## src/rtl/noc_flit_packetizer.sv

```systemverilog
// rtl/noc_flit_packetizer.sv - wraps a command plus payload stream into head/body/tail flits for a mesh local port
module noc_flit_packetizer #(
    parameter int DATA_WIDTH  = 32,
    parameter int X_DIMENSION = 4,
    parameter int Y_DIMENSION = 4,
    parameter int MAX_LEN     = 8,
    localparam int X_DIM_W    = (X_DIMENSION > 1) ? $clog2(X_DIMENSION) : 1,
    localparam int Y_DIM_W    = (Y_DIMENSION > 1) ? $clog2(Y_DIMENSION) : 1,
    localparam int LEN_W      = $clog2(MAX_LEN + 1)
) (
    input  logic                  clk_i,
    input  logic                  rst_i,
    input  logic [X_DIM_W-1:0]    src_x_i,
    input  logic [Y_DIM_W-1:0]    src_y_i,
    input  logic                  cmd_valid_i,
    output logic                  cmd_ready_o,
    input  logic [X_DIM_W-1:0]    dest_x_i,
    input  logic [Y_DIM_W-1:0]    dest_y_i,
    input  logic [LEN_W-1:0]      len_i,
    input  logic [DATA_WIDTH-1:0] pl_data_i,
    input  logic                  pl_valid_i,
    output logic                  pl_ready_o,
    output logic [DATA_WIDTH-1:0] data_o,
    output logic                  valid_o,
    input  logic                  ready_i,
    output logic                  len_err_o,
    output logic [15:0]           pkt_cnt_o
);

    localparam int HEAD_W = 2 * X_DIM_W + 2 * Y_DIM_W + LEN_W;
    localparam logic [LEN_W-1:0] MAX_LEN_L = LEN_W'(MAX_LEN);

    generate
        if (DATA_WIDTH < HEAD_W) begin : g_width_check
            $error("noc_flit_packetizer: DATA_WIDTH too narrow for the head flit fields");
        end
    endgenerate

    typedef enum logic [1:0] {IDLE, HEAD, BODY, TAIL} state_t;

    state_t                state;
    state_t                state_nxt;
    logic [LEN_W-1:0]      len_q;
    logic [LEN_W-1:0]      remaining;
    logic [15:0]           pkt_cnt_q;
    logic                  len_over;
    logic [LEN_W-1:0]      len_eff;
    logic [DATA_WIDTH-1:0] head_flit;
    logic                  cmd_fire;
    logic                  pl_fire;

    // Oversized requests are clamped rather than rejected so the mesh never sees an illegal length
    assign len_over  = (len_i > MAX_LEN_L);
    assign len_eff   = len_over ? MAX_LEN_L : len_i;
    assign head_flit = DATA_WIDTH'({len_eff, src_y_i, src_x_i, dest_y_i, dest_x_i});
    assign cmd_fire  = cmd_valid_i && cmd_ready_o;
    assign pl_fire   = pl_valid_i && pl_ready_o;
    assign pkt_cnt_o = pkt_cnt_q;

    always_ff @(posedge clk_i) begin
        if (rst_i) begin
            state <= IDLE;
        end else begin
            state <= state_nxt;
        end
    end

    always_comb begin
        state_nxt = state;
        case (state)
            IDLE: if (cmd_fire) state_nxt = HEAD;
            HEAD: if (ready_i) state_nxt = (len_q == '0) ? IDLE : BODY;
            BODY: if (pl_fire && remaining == LEN_W'(1)) state_nxt = TAIL;
            TAIL: if (ready_i) state_nxt = IDLE;
            default: state_nxt = IDLE;
        endcase
    end

    always_comb begin
        cmd_ready_o = 1'b0;
        pl_ready_o  = 1'b0;
        if (!rst_i) begin
            cmd_ready_o = (state == IDLE);
            pl_ready_o  = (state == BODY) && (!valid_o || ready_i);
        end
    end

    always_ff @(posedge clk_i) begin
        if (rst_i) begin
            data_o    <= '0;
            valid_o   <= 1'b0;
            len_err_o <= 1'b0;
            pkt_cnt_q <= '0;
            remaining <= '0;
            len_q     <= '0;
        end else begin
            len_err_o <= 1'b0;
            case (state)
                IDLE: begin
                    if (cmd_fire) begin
                        data_o    <= head_flit;
                        valid_o   <= 1'b1;
                        len_q     <= len_eff;
                        len_err_o <= len_over;
                    end
                end
                HEAD: begin
                    if (ready_i) begin
                        valid_o   <= 1'b0;
                        remaining <= len_q;
                        if (len_q == '0) pkt_cnt_q <= pkt_cnt_q + 16'd1;
                    end
                end
                BODY: begin
                    // A drained slot with no new payload goes invalid instead of replaying old data
                    if (pl_fire) begin
                        data_o    <= pl_data_i;
                        valid_o   <= 1'b1;
                        remaining <= remaining - LEN_W'(1);
                    end else if (valid_o && ready_i) begin
                        valid_o <= 1'b0;
                    end
                end
                TAIL: begin
                    if (ready_i) begin
                        valid_o   <= 1'b0;
                        pkt_cnt_q <= pkt_cnt_q + 16'd1;
                    end
                end
                default: valid_o <= 1'b0;
            endcase
        end
    end

endmodule

```

## config.mk

```make
export PLATFORM = sky130hd
export DESIGN_NAME = noc_flit_packetizer
export DESIGN_NICKNAME = d
export VERILOG_FILES = /design/src/rtl/noc_flit_packetizer.sv
export SDC_FILE = /design/constraint.sdc
export NUM_CORES = 1
export LEC_CHECK = 0
export CAP_MARGIN = 10
export CORE_AREA = 5 5 87 89
export DETAILED_ROUTE_END_ITERATION = 6
export DIE_AREA = 0 0 92 94
export GPL_ROUTABILITY_DRIVEN = 0
export PLACE_DENSITY = 0.73
export SYNTH_ARGS = -nofsm -noshare
export SYNTH_HDL_FRONTEND = slang
export SYNTH_SLANG_ARGS = --single-unit
```

## constraint.sdc

```tcl
create_clock -name clk_i -period 2.6 [get_ports clk_i]
set_input_delay 0.52 -clock clk_i [delete_from_list [all_inputs] [get_ports clk_i]]
set_output_delay 0.52 -clock clk_i [all_outputs]
set_load 0.05 [all_outputs]
```

==> results.sh, run 1 <==
export IMPL_run_status="complete, no violations"
export IMPL_min_period_ns=2.33
export IMPL_ctsHoldBuffers=0
export IMPL_finalHoldViolations=0
export IMPL_worst_pin_slew_ns=0.674
export IMPL_synth_common_cells="dfxtp_1, nand2_1, a21oi_1"
export IMPL_clock_root_buffer="clkbuf_8"
export IMPL_path_clk_slew_ns=0.07
export IMPL_dieWidth_um=92
export IMPL_ys_flop_type="dfxtp_1"
export IMPL_first_pass_iters=4
export IMPL_grt_first_pass_wirelength_um=11600
export IMPL_fillers=603
export IMPL_wl_um=7120
export IMPL_core_area_um2=6680
export IMPL_setup_viol=0
export IMPL_netlist_top_cells_area="dfxtp_1, nand2_1, a21oi_1"
export IMPL_ys_seq_elements=60
export IMPL_drv_cap=0
export IMPL_maxSlewViolCount=0
export IMPL_path_buf_inv=2
export IMPL_worstPathMaxFanout=5
export IMPL_io_buffer_count=100
export IMPL_cp_required_ns=2.08
export IMPL_crit_slowest_cell="clkdlybuf4s50_1"
export IMPL_finalClockSkew_ns=0.00820
export IMPL_die_height_um=94
export IMPL_grt_overflow=0
export IMPL_ir_drop_v=0.000329
export IMPL_syn_instance_count=317
export IMPL_hold_path_class="flip-flop to flip-flop"
export IMPL_tns_ns=0
export IMPL_cts_setup_buffers=0
export IMPL_cpLargestDelayFamily="buffers and inverters"
export IMPL_yosysUniqueCellTypes=39
export IMPL_vias_per_cell=5.26
export IMPL_dr_max_layer_used="met4"
export IMPL_r2r_end="pkt_cnt_o[12]"
export IMPL_setup_worst_path_end_class="output port"
export IMPL_syn_nets=369
export IMPL_holdWs_ns=0.455
export IMPL_nNetsFinal=465
export IMPL_yosysMostFrequentCell="dfxtp_1"
export IMPL_rows=30
export IMPL_critPathMaxStageDelay_ns=0.49
export IMPL_place_hpwl_um=5020
export IMPL_critical_path_cell_chain="clkdlybuf4s50_1 -> nor2b_1 -> nor2_1 -> buf_12"
export IMPL_power_density_nw_per_um2=547
export IMPL_grt_max_degree=53
export IMPL_rsz0062_at_grt="no"
export IMPL_syn_avg_cell_area_um2=8.27
export IMPL_critical_path_class="input pin to output port"
export IMPL_arrival_ns=1.81
export IMPL_antenna_cells=0
export IMPL_cp_start_kind="input pin"
export IMPL_areaGrowthSynthToFinish_pct=48.6
export IMPL_fmax_mhz=430
export IMPL_antenna_found_initial=0
export IMPL_reg2regPathDepth=4
export IMPL_dieArea_um2=8650
export IMPL_seq_area_um2=1200
export IMPL_p_leak_nw=1.33
export IMPL_synth_edf_count=0
export IMPL_ios=101
export IMPL_wl_met2_um=3350
export IMPL_drtAntennaViolNets=0
export IMPL_wl_per_cell_um=14.3
export IMPL_cts_buffer_depth=2
export IMPL_track_usage=0.166
export IMPL_reg2reg_slack_ns=0.68
export IMPL_wl_met1_um=3160
export IMPL_route_vias_total=2618
export IMPL_period_share=0.895
export IMPL_multi_input_area_um2=1310
export IMPL_start_util=0.393
export IMPL_yosys_area_top_type="dfxtp_1"
export IMPL_drt_iter0_markers=101
export IMPL_cts_resized=0
export IMPL_synth_top_area_frac=0.458
export IMPL_async_reset_ff_frac=0
export IMPL_final_layout_size_suffix_gt1_frac=0.0694
export IMPL_holdPathStages=2
export IMPL_clk_latency_ns=0.34
export IMPL_dr_wl_met3_um=416
export IMPL_cts_inserted_buffers=9
export IMPL_max_slew_margin=0.550
export IMPL_syn_area_um2=2620
export IMPL_htreeDepth=3
export IMPL_whs_endpoint="data_o[24]"
export IMPL_clkSinkCount=60
export IMPL_hp_start="data_o[24]"
export IMPL_yosys_warnings=0
export IMPL_reg2reg_from="len_q[0]"
export IMPL_final_cells=498
export IMPL_cts_tree="built"
export IMPL_dp_cells=482
export IMPL_synth_yosys_seq_area_share=0.458
export IMPL_grt_pass1_vias=2463
export IMPL_drc=0
-- state kept, by name, summed over array words and instances, names as in the netlist, named ones only --
register and cells:
remaining 4, data_o 32, pkt_cnt_o 16, len_q 4, valid_o 1, state 1, len_err_o 1
-- cells in the final DEF, fill, tap and decap left out, drive strengths merged, types with 4 or more instances in the layout --
cell / count
clkdlybuf4s50: 97
dfxtp: 60
nand2: 48
a21oi: 33
nor2: 30
nand3: 22
o21ai: 14
a311oi: 9
clkbuf: 9
buf: 9
nor3: 8
or3: 8
inv: 8
nand3b: 5
a211oi: 5
xor2: 5
nand2b: 4
and4: 4
o2111ai: 4
-- kinds of logic (layout without fill, tap and decap cells) --
kind of cell | after synthesis | count (layout) | share of synthesized area
fa+ha+maj | 3 | 3 | 0.0143
simple gates | 140 | 140 | 0.260
xor+xnor | 6 | 6 | 0.0200
compound gates | 78 | 78 | 0.196
mux | 2 | 2 | 0.00763
buf+inv | 28 | 129 | 0.0439
flops | 60 | 60 | 0.458
-- tightest hold or removal path, cell delays in order (launching register included) --
cell and delay [ns]:
dfxtp_1 0.31, nand2_1 0.05, a21oi_1 0.05
-- stage by stage --
stage	util	setup WS [ns]	instance area, um^2	power [mW]
6_report	0.583	0.273	3900	2.13
5_1_grt	0.583	0.195	3900	2.22
4_1_cts	0.583	0.267	3900	2.16
3_5_place_dp	0.553	0.114	3700	1.31
3_3_place_gp	0.553	0.232	3700	1.31
2_1_floorplan	-	0.155	2620	1.16
-- worst max path at each step --
stage	from	endpoint	slack [ns]	depth (start not counted)
after global placement	ready_i	data_o[19]	0.23	6
after global routing	ready_i	pl_ready_o	0.19	4
after detailed placement	ready_i	data_o[29]	0.11	6
after floorplan	rst_i	cmd_ready_o	0.16	3
after CTS	ready_i	pl_ready_o	0.27	4
final	ready_i	pl_ready_o	0.27	4
-- routing by layer --
metal | GRT usage | up-vias
met5 | 0 | -
met4 | 0.0866 | 0
met3 | 0.0433 | 17
met2 | 0.266 | 67
met1 | 0.204 | 1219
li1 | - | 1315
-- area by class of cell --
class	count	share of cell area
timing repair buffer	106	0.272
sequential	60	0.308
tap	80	0.0257
clock inverter	7	0.0196
inverter	7	0.00674
clock buffer	9	0.0318
multi-input combinational	229	0.336
-- where the power goes --
part | total (mW) | switching, mW | leakage, nW | internal (mW)
Combinational | 0.326 | 0.184 | 0.751 | 0.142
Sequential | 0.964 | 0.0200 | 0.486 | 0.944
Clock | 0.842 | 0.396 | 0.0958 | 0.447
Note: power is estimated with default switching activity, not from simulation.
==> run 2: changes to the inputs <==
--- a/config.mk
+++ b/config.mk
@@ -6,10 +6,11 @@
 export NUM_CORES = 1
 export LEC_CHECK = 0
 export CAP_MARGIN = 10
-export CORE_AREA = 5 5 87 89
+export CORE_AREA = 2 2 84 86
 export DETAILED_ROUTE_END_ITERATION = 6
-export DIE_AREA = 0 0 92 94
+export DIE_AREA = 0 0 86 88
 export GPL_ROUTABILITY_DRIVEN = 0
+export GPL_TIMING_DRIVEN = 0
 export PLACE_DENSITY = 0.73
 export SYNTH_ARGS = -nofsm -noshare
 export SYNTH_HDL_FRONTEND = slang
==> results.sh, run 2 (synthesized netlist as in run 1, its figures left out) <==
export IMPL_wl_per_cell_um=14.5
export IMPL_die_height_um=88
export IMPL_worst_pin_slew_ns=0.732
export IMPL_drc=0
export IMPL_ctsHoldBuffers=0
export IMPL_p_seq_frac=0.435
export IMPL_crit_slowest_cell="clkdlybuf4s15_1"
export IMPL_pre_cts_ws_ns=-0.165
export IMPL_largest_reg_flops=32
export IMPL_hold_path_class="flip-flop to flip-flop"
export IMPL_met1_usage=0.257
export IMPL_reg2reg_slack_ns=0.60
export IMPL_vias_per_cell=5.28
export IMPL_r2r_end="data_o[22]"
export IMPL_power_density_nw_per_um2=563
export IMPL_setup_worst_path_end_class="output port"
export IMPL_hp_start="data_o[29]"
export IMPL_dieArea_um2=7570
export IMPL_top_register="data_o"
export IMPL_cp_required_ns=2.08
export IMPL_crit_cells=4
export IMPL_drv_cap=0
export IMPL_nNetsFinal=479
export IMPL_start_util=0.395
export IMPL_rsz0062_at_grt="no"
export IMPL_ios=101
export IMPL_finalWorstSetupSlack_ns=0.141
export IMPL_grt_max_degree=11
export IMPL_htreeDepth=3
export IMPL_final_cell_mix="clkdlybuf4s50_1, dfxtp_1, nand2_1, a21oi_1, nor2_1"
export IMPL_cpLargestDelayFamily="buffers and inverters"
export IMPL_finalClockSkew_ns=0.00633
export IMPL_p_leak_nw=1.36
export IMPL_antenna_cells=0
export IMPL_io_buffer_count=99
export IMPL_antenna_found_initial=0
export IMPL_critical_path_class="flip-flop to output port"
export IMPL_cts_buffer_depth=2
export IMPL_worstSetupEndpoint="pl_ready_o"
export IMPL_drtAntennaViolNets=0
export IMPL_critical_path_cell_chain="buf_2 -> or3b_1 -> nor2_1 -> clkdlybuf4s15_1"
export IMPL_max_slew_margin=0.512
export IMPL_clock_root_buffer="clkbuf_8"
export IMPL_areaGrowthSynthToFinish_pct=50.0
export IMPL_rows=30
export IMPL_core_area_um2=6640
export IMPL_fmax_mhz=407
export IMPL_p_int_mw=1.65
export IMPL_grt_pass1_vias=2530
export IMPL_drt_iter0_markers=104
export IMPL_ir_drop_v=0.000264
export IMPL_cts_inserted_buffers=9
export IMPL_pwr_share_clk=0.416
export IMPL_power_share_switching=0.257
export IMPL_path_clk_slew_ns=0.07
export IMPL_min_period_ns=2.46
export IMPL_cts_setup_buffers=0
export IMPL_finalHoldViolations=0
export IMPL_first_pass_iters=4
export IMPL_multi_input_area_um2=1310
export IMPL_maxSlewViolCount=0
export IMPL_power_frac_comb=0.149
export IMPL_cts_tree="built"
export IMPL_grt_first_pass_wirelength_um=12000
export IMPL_grtUsageMet2=0.317
export IMPL_final_common_cell="clkdlybuf4s50_1"
export IMPL_dieWidth_um=86
export IMPL_worstPathMaxFanout=9
export IMPL_clk_latency_ns=0.34
export IMPL_arrival_ns=1.94
export IMPL_cp_start_kind="flip-flop"
export IMPL_clkSinkCount=60
export IMPL_setup_viol=0
export IMPL_p_switching_mw=0.569
export IMPL_period_share=0.946
export IMPL_route_vias_total=2705
export IMPL_run_status="complete, no violations"
export IMPL_globalRouteMet3Util=0.0518
export IMPL_seq_area_um2=1200
export IMPL_cts_resized=3
export IMPL_tns_ns=0
export IMPL_grt_overflow=0
export IMPL_critPathMaxStageDelay_ns=0.52
export IMPL_track_usage=0.199
export IMPL_path_buf_inv=2
export IMPL_gr_max_usage_layer="met2"
export IMPL_wl_um=7410
export IMPL_reg2regPathDepth=6
export IMPL_place_hpwl_um=5300
export IMPL_fillers=612
export IMPL_final_layout_size_suffix_gt1_frac=0.0648
[run 2: changes by cell type in the layout (fill, tap and decap cells not counted), moves of 2 or more]
cell	before	now
clkbuf_1	0	13
buf_12	2	0
clkinv_4	2	0
buf_2	1	8
buf_4	6	0
clkinvlp_4	2	0
clkinv_2	1	3
[run 2: metal layers]
metal / vias up / share of wire
met5: - / 0
met3: 15 / 0.046
met2: 73 / 0.46
li1: 1355 / -
met1: 1262 / 0.46
met4: 0 / 0.028
[run 2: layout make-up]
type / instances / share of cell area
well taps: 80 / 0.0255
multi-input cells: 229 / 0.333
inverters: 7 / 0.00668
clock buffers: 11 / 0.0360
plain buffers: 21 / 0.0229
clock inverters: 5 / 0.0191
flip-flops and latches: 60 / 0.305
repair buffers: 99 / 0.252
[run 2: worst register-to-register path: stages, from the launching register on]
cell and delay, ns:
dfxtp_1 0.31, buf_2 0.19, nor2b_1 0.27, clkbuf_1 0.44, clkbuf_1 0.40, nand3_1 0.12, a21oi_1 0.19
[run 2: worst min path at each step]
stage / cells past startpoint / endpoint / slack (ns)
5_1_grt: 2 / data_o[12] / 0.47
3_5_place_dp: 2 / data_o[29] / 0.44
3_3_place_gp: 2 / data_o[13] / 0.44
2_1_floorplan: 2 / remaining[1] / 0.44
6_report: 2 / data_o[29] / 0.45
4_1_cts: 2 / data_o[29] / 0.45
[run 2: power by group through the flow]
stage / Sequential [mW] / Combinational (mW) / Clock [mW]
2_1_floorplan: 1.05 / 0.115 / 0
3_3_place_gp: 0.984 / 0.328 / 0
3_5_place_dp: 0.984 / 0.330 / 0
4_1_cts: 0.964 / 0.331 / 0.940
5_1_grt: 0.967 / 0.355 / 0.982
6_report: 0.964 / 0.329 / 0.922
[run 2: per-stage QoR]
stage | power [mW] | util | area [um^2] | std cells | hold slack [ns]
final | 2.21 | 0.592 | 3930 | 512 | 0.451
after global placement | 1.31 | 0.559 | 3710 | 496 | 0.437
after floorplan | 1.16 | - | 2620 | 317 | 0.445
after global routing | 2.30 | 0.592 | 3930 | 512 | 0.474
after CTS | 2.23 | 0.591 | 3930 | 512 | 0.452
after detailed placement | 1.31 | 0.559 | 3710 | 496 | 0.442
==> run 3: changes to the inputs <==
--- a/config.mk
+++ b/config.mk
@@ -6,12 +6,12 @@
 export NUM_CORES = 1
 export LEC_CHECK = 0
 export CAP_MARGIN = 10
-export CORE_AREA = 2 2 84 86
+export CORE_AREA = 2 2 90 92
 export DETAILED_ROUTE_END_ITERATION = 6
-export DIE_AREA = 0 0 86 88
+export DIE_AREA = 0 0 92 94
 export GPL_ROUTABILITY_DRIVEN = 0
 export GPL_TIMING_DRIVEN = 0
-export PLACE_DENSITY = 0.73
+export PLACE_DENSITY = 0.65
 export SYNTH_ARGS = -nofsm -noshare
 export SYNTH_HDL_FRONTEND = slang
 export SYNTH_SLANG_ARGS = --single-unit
==> results.sh, run 3 (synthesized netlist as in run 1, its figures left out) <==
export IMPL_run_status="complete, no violations"
export IMPL_worstPathMaxFanout=10
export IMPL_core_area_um2=7610
export IMPL_maxSlewViolCount=0
export IMPL_clk_latency_ns=0.35
export IMPL_p_int_mw=1.62
export IMPL_min_period_ns=2.38
export IMPL_period_share=0.914
export IMPL_route_vias_total=2641
export IMPL_nNetsFinal=479
export IMPL_grt_overflow=0
export IMPL_finalClockSkew_ns=0.0133
export IMPL_p_switching_mw=0.593
export IMPL_fmax_mhz=421
export IMPL_cp_required_ns=2.08
export IMPL_gr_max_usage_layer="met2"
export IMPL_setup_viol=0
export IMPL_holdPathStages=2
export IMPL_hp_start="data_o[24]"
export IMPL_grtUsageMet2=0.282
export IMPL_ios=101
export IMPL_drt_iter0_markers=156
export IMPL_reg2regPathDepth=6
export IMPL_grt_first_pass_wirelength_um=12000
export IMPL_final_layout_size_suffix_gt1_frac=0.0648
export IMPL_path_clk_slew_ns=0.07
export IMPL_cp_start_kind="flip-flop"
export IMPL_setup_worst_path_end_class="output port"
export IMPL_track_usage=0.176
export IMPL_rows=32
export IMPL_cts_buffer_depth=2
export IMPL_whs_endpoint="data_o[24]"
export IMPL_fillers=750
export IMPL_p_seq_frac=0.435
export IMPL_p_leak_nw=1.35
export IMPL_rsz0062_at_grt="no"
export IMPL_seq_area_um2=1200
export IMPL_cts_inserted_buffers=9
export IMPL_wl_um=7460
export IMPL_io_buffer_count=99
export IMPL_drtAntennaViolNets=0
export IMPL_worst_pin_slew_ns=0.685
export IMPL_areaGrowthSynthToFinish_pct=50.8
export IMPL_max_slew_margin=0.543
export IMPL_largest_reg_flops=32
export IMPL_hold_path_class="flip-flop to flip-flop"
export IMPL_antenna_found_initial=0
export IMPL_cts_setup_buffers=0
export IMPL_ctsHoldBuffers=0
export IMPL_finalWorstSetupSlack_ns=0.223
export IMPL_pwr_share_clk=0.417
export IMPL_power_share_switching=0.267
export IMPL_top_register="data_o"
export IMPL_tns_ns=0
export IMPL_final_cell_mix="clkdlybuf4s50_1, dfxtp_1, nand2_1, a21oi_1, nor2_1"
export IMPL_grt_max_degree=12
export IMPL_drv_cap=0
export IMPL_critical_path_class="flip-flop to output port"
export IMPL_ir_drop_v=0.000268
export IMPL_clkSinkCount=60
export IMPL_vias_per_cell=4.95
export IMPL_grt_pass1_vias=2426
export IMPL_globalRouteMet3Util=0.0514
export IMPL_htreeDepth=3
export IMPL_met1_usage=0.227
export IMPL_place_hpwl_um=5430
export IMPL_finalHoldViolations=0
export IMPL_pre_cts_ws_ns=-0.194
export IMPL_drc=0
export IMPL_r2r_end="data_o[17]"
export IMPL_power_total_mw=2.22
export IMPL_power_density_nw_per_um2=561
export IMPL_reg2reg_slack_ns=0.61
export IMPL_wl_per_cell_um=14.0
export IMPL_start_util=0.345
export IMPL_die_height_um=94
export IMPL_power_frac_comb=0.148
export IMPL_multi_input_area_um2=1310
export IMPL_antenna_cells=0
export IMPL_arrival_ns=1.86
export IMPL_cts_tree="built"
export IMPL_first_pass_iters=5
export IMPL_dieArea_um2=8650
export IMPL_final_common_cell="clkdlybuf4s50_1"
export IMPL_dieWidth_um=92
export IMPL_clock_root_buffer="clkbuf_8"
[run 3: timing repair]
action | CTS | global route
endpoints found under the hold margin | 0 | 0
setup endpoints to repair | 2 | 1
gates resized for setup | 2 | 3
[run 3: through the flow]
| stage | area, um^2 | hold WS (ns) | util | cells |
|---|---|---|---|---|
| floorplan | 2620 | 0.445 | - | 317 |
| global placement | 3740 | 0.438 | 0.492 | 518 |
| finish | 3950 | 0.450 | 0.520 | 534 |
| CTS | 3960 | 0.451 | 0.520 | 534 |
| global route | 3950 | 0.466 | 0.520 | 534 |
| detailed placement | 3740 | 0.442 | 0.492 | 518 |
[run 3: layout make-up]
cell class	count	share of cell area
Inverter	7	0.00665
Multi-Input combinational cell	229	0.331
Clock buffer	10	0.0323
Timing Repair Buffer	99	0.249
Clock inverter	6	0.0225
Tap cell	102	0.0323
Sequential cell	60	0.304
Buffer	21	0.0225
[run 3: worst max-delay path: stages (launching register included)]
cell           delay (ns)
dfxtp_1              0.30
buf_2                0.16
clkbuf_1             0.24
nor3_1               0.25
dlygate4sd2_1        0.56
[run 3: power by group through the flow]
stage                     logic, mW  registers (mW)  clock network [mW]
final                         0.329           0.964               0.924
after detailed placement      0.331           0.984                   0
after floorplan               0.115            1.05                   0
after global routing          0.355           0.967               0.997
after CTS                     0.332           0.963               0.942
after global placement        0.331           0.984                   0
[run 3: worst max-delay path by stage]
stage	start	to	slack (ns)
2_1_floorplan	rst_i	cmd_ready_o	0.16
3_3_place_gp	ready_i	pl_ready_o	-0.18
3_5_place_dp	ready_i	pl_ready_o	-0.19
4_1_cts	flip-flop	pl_ready_o	0.07
5_1_grt	rst_i	cmd_ready_o	0.12
6_report	flip-flop	cmd_ready_o	0.22
[run 3: layer usage]
layer	vias to the layer above	part of all wire
met5	-	0
met4	0	0.016
met3	10	0.054
met2	69	0.47
met1	1218	0.46
li1	1344	-
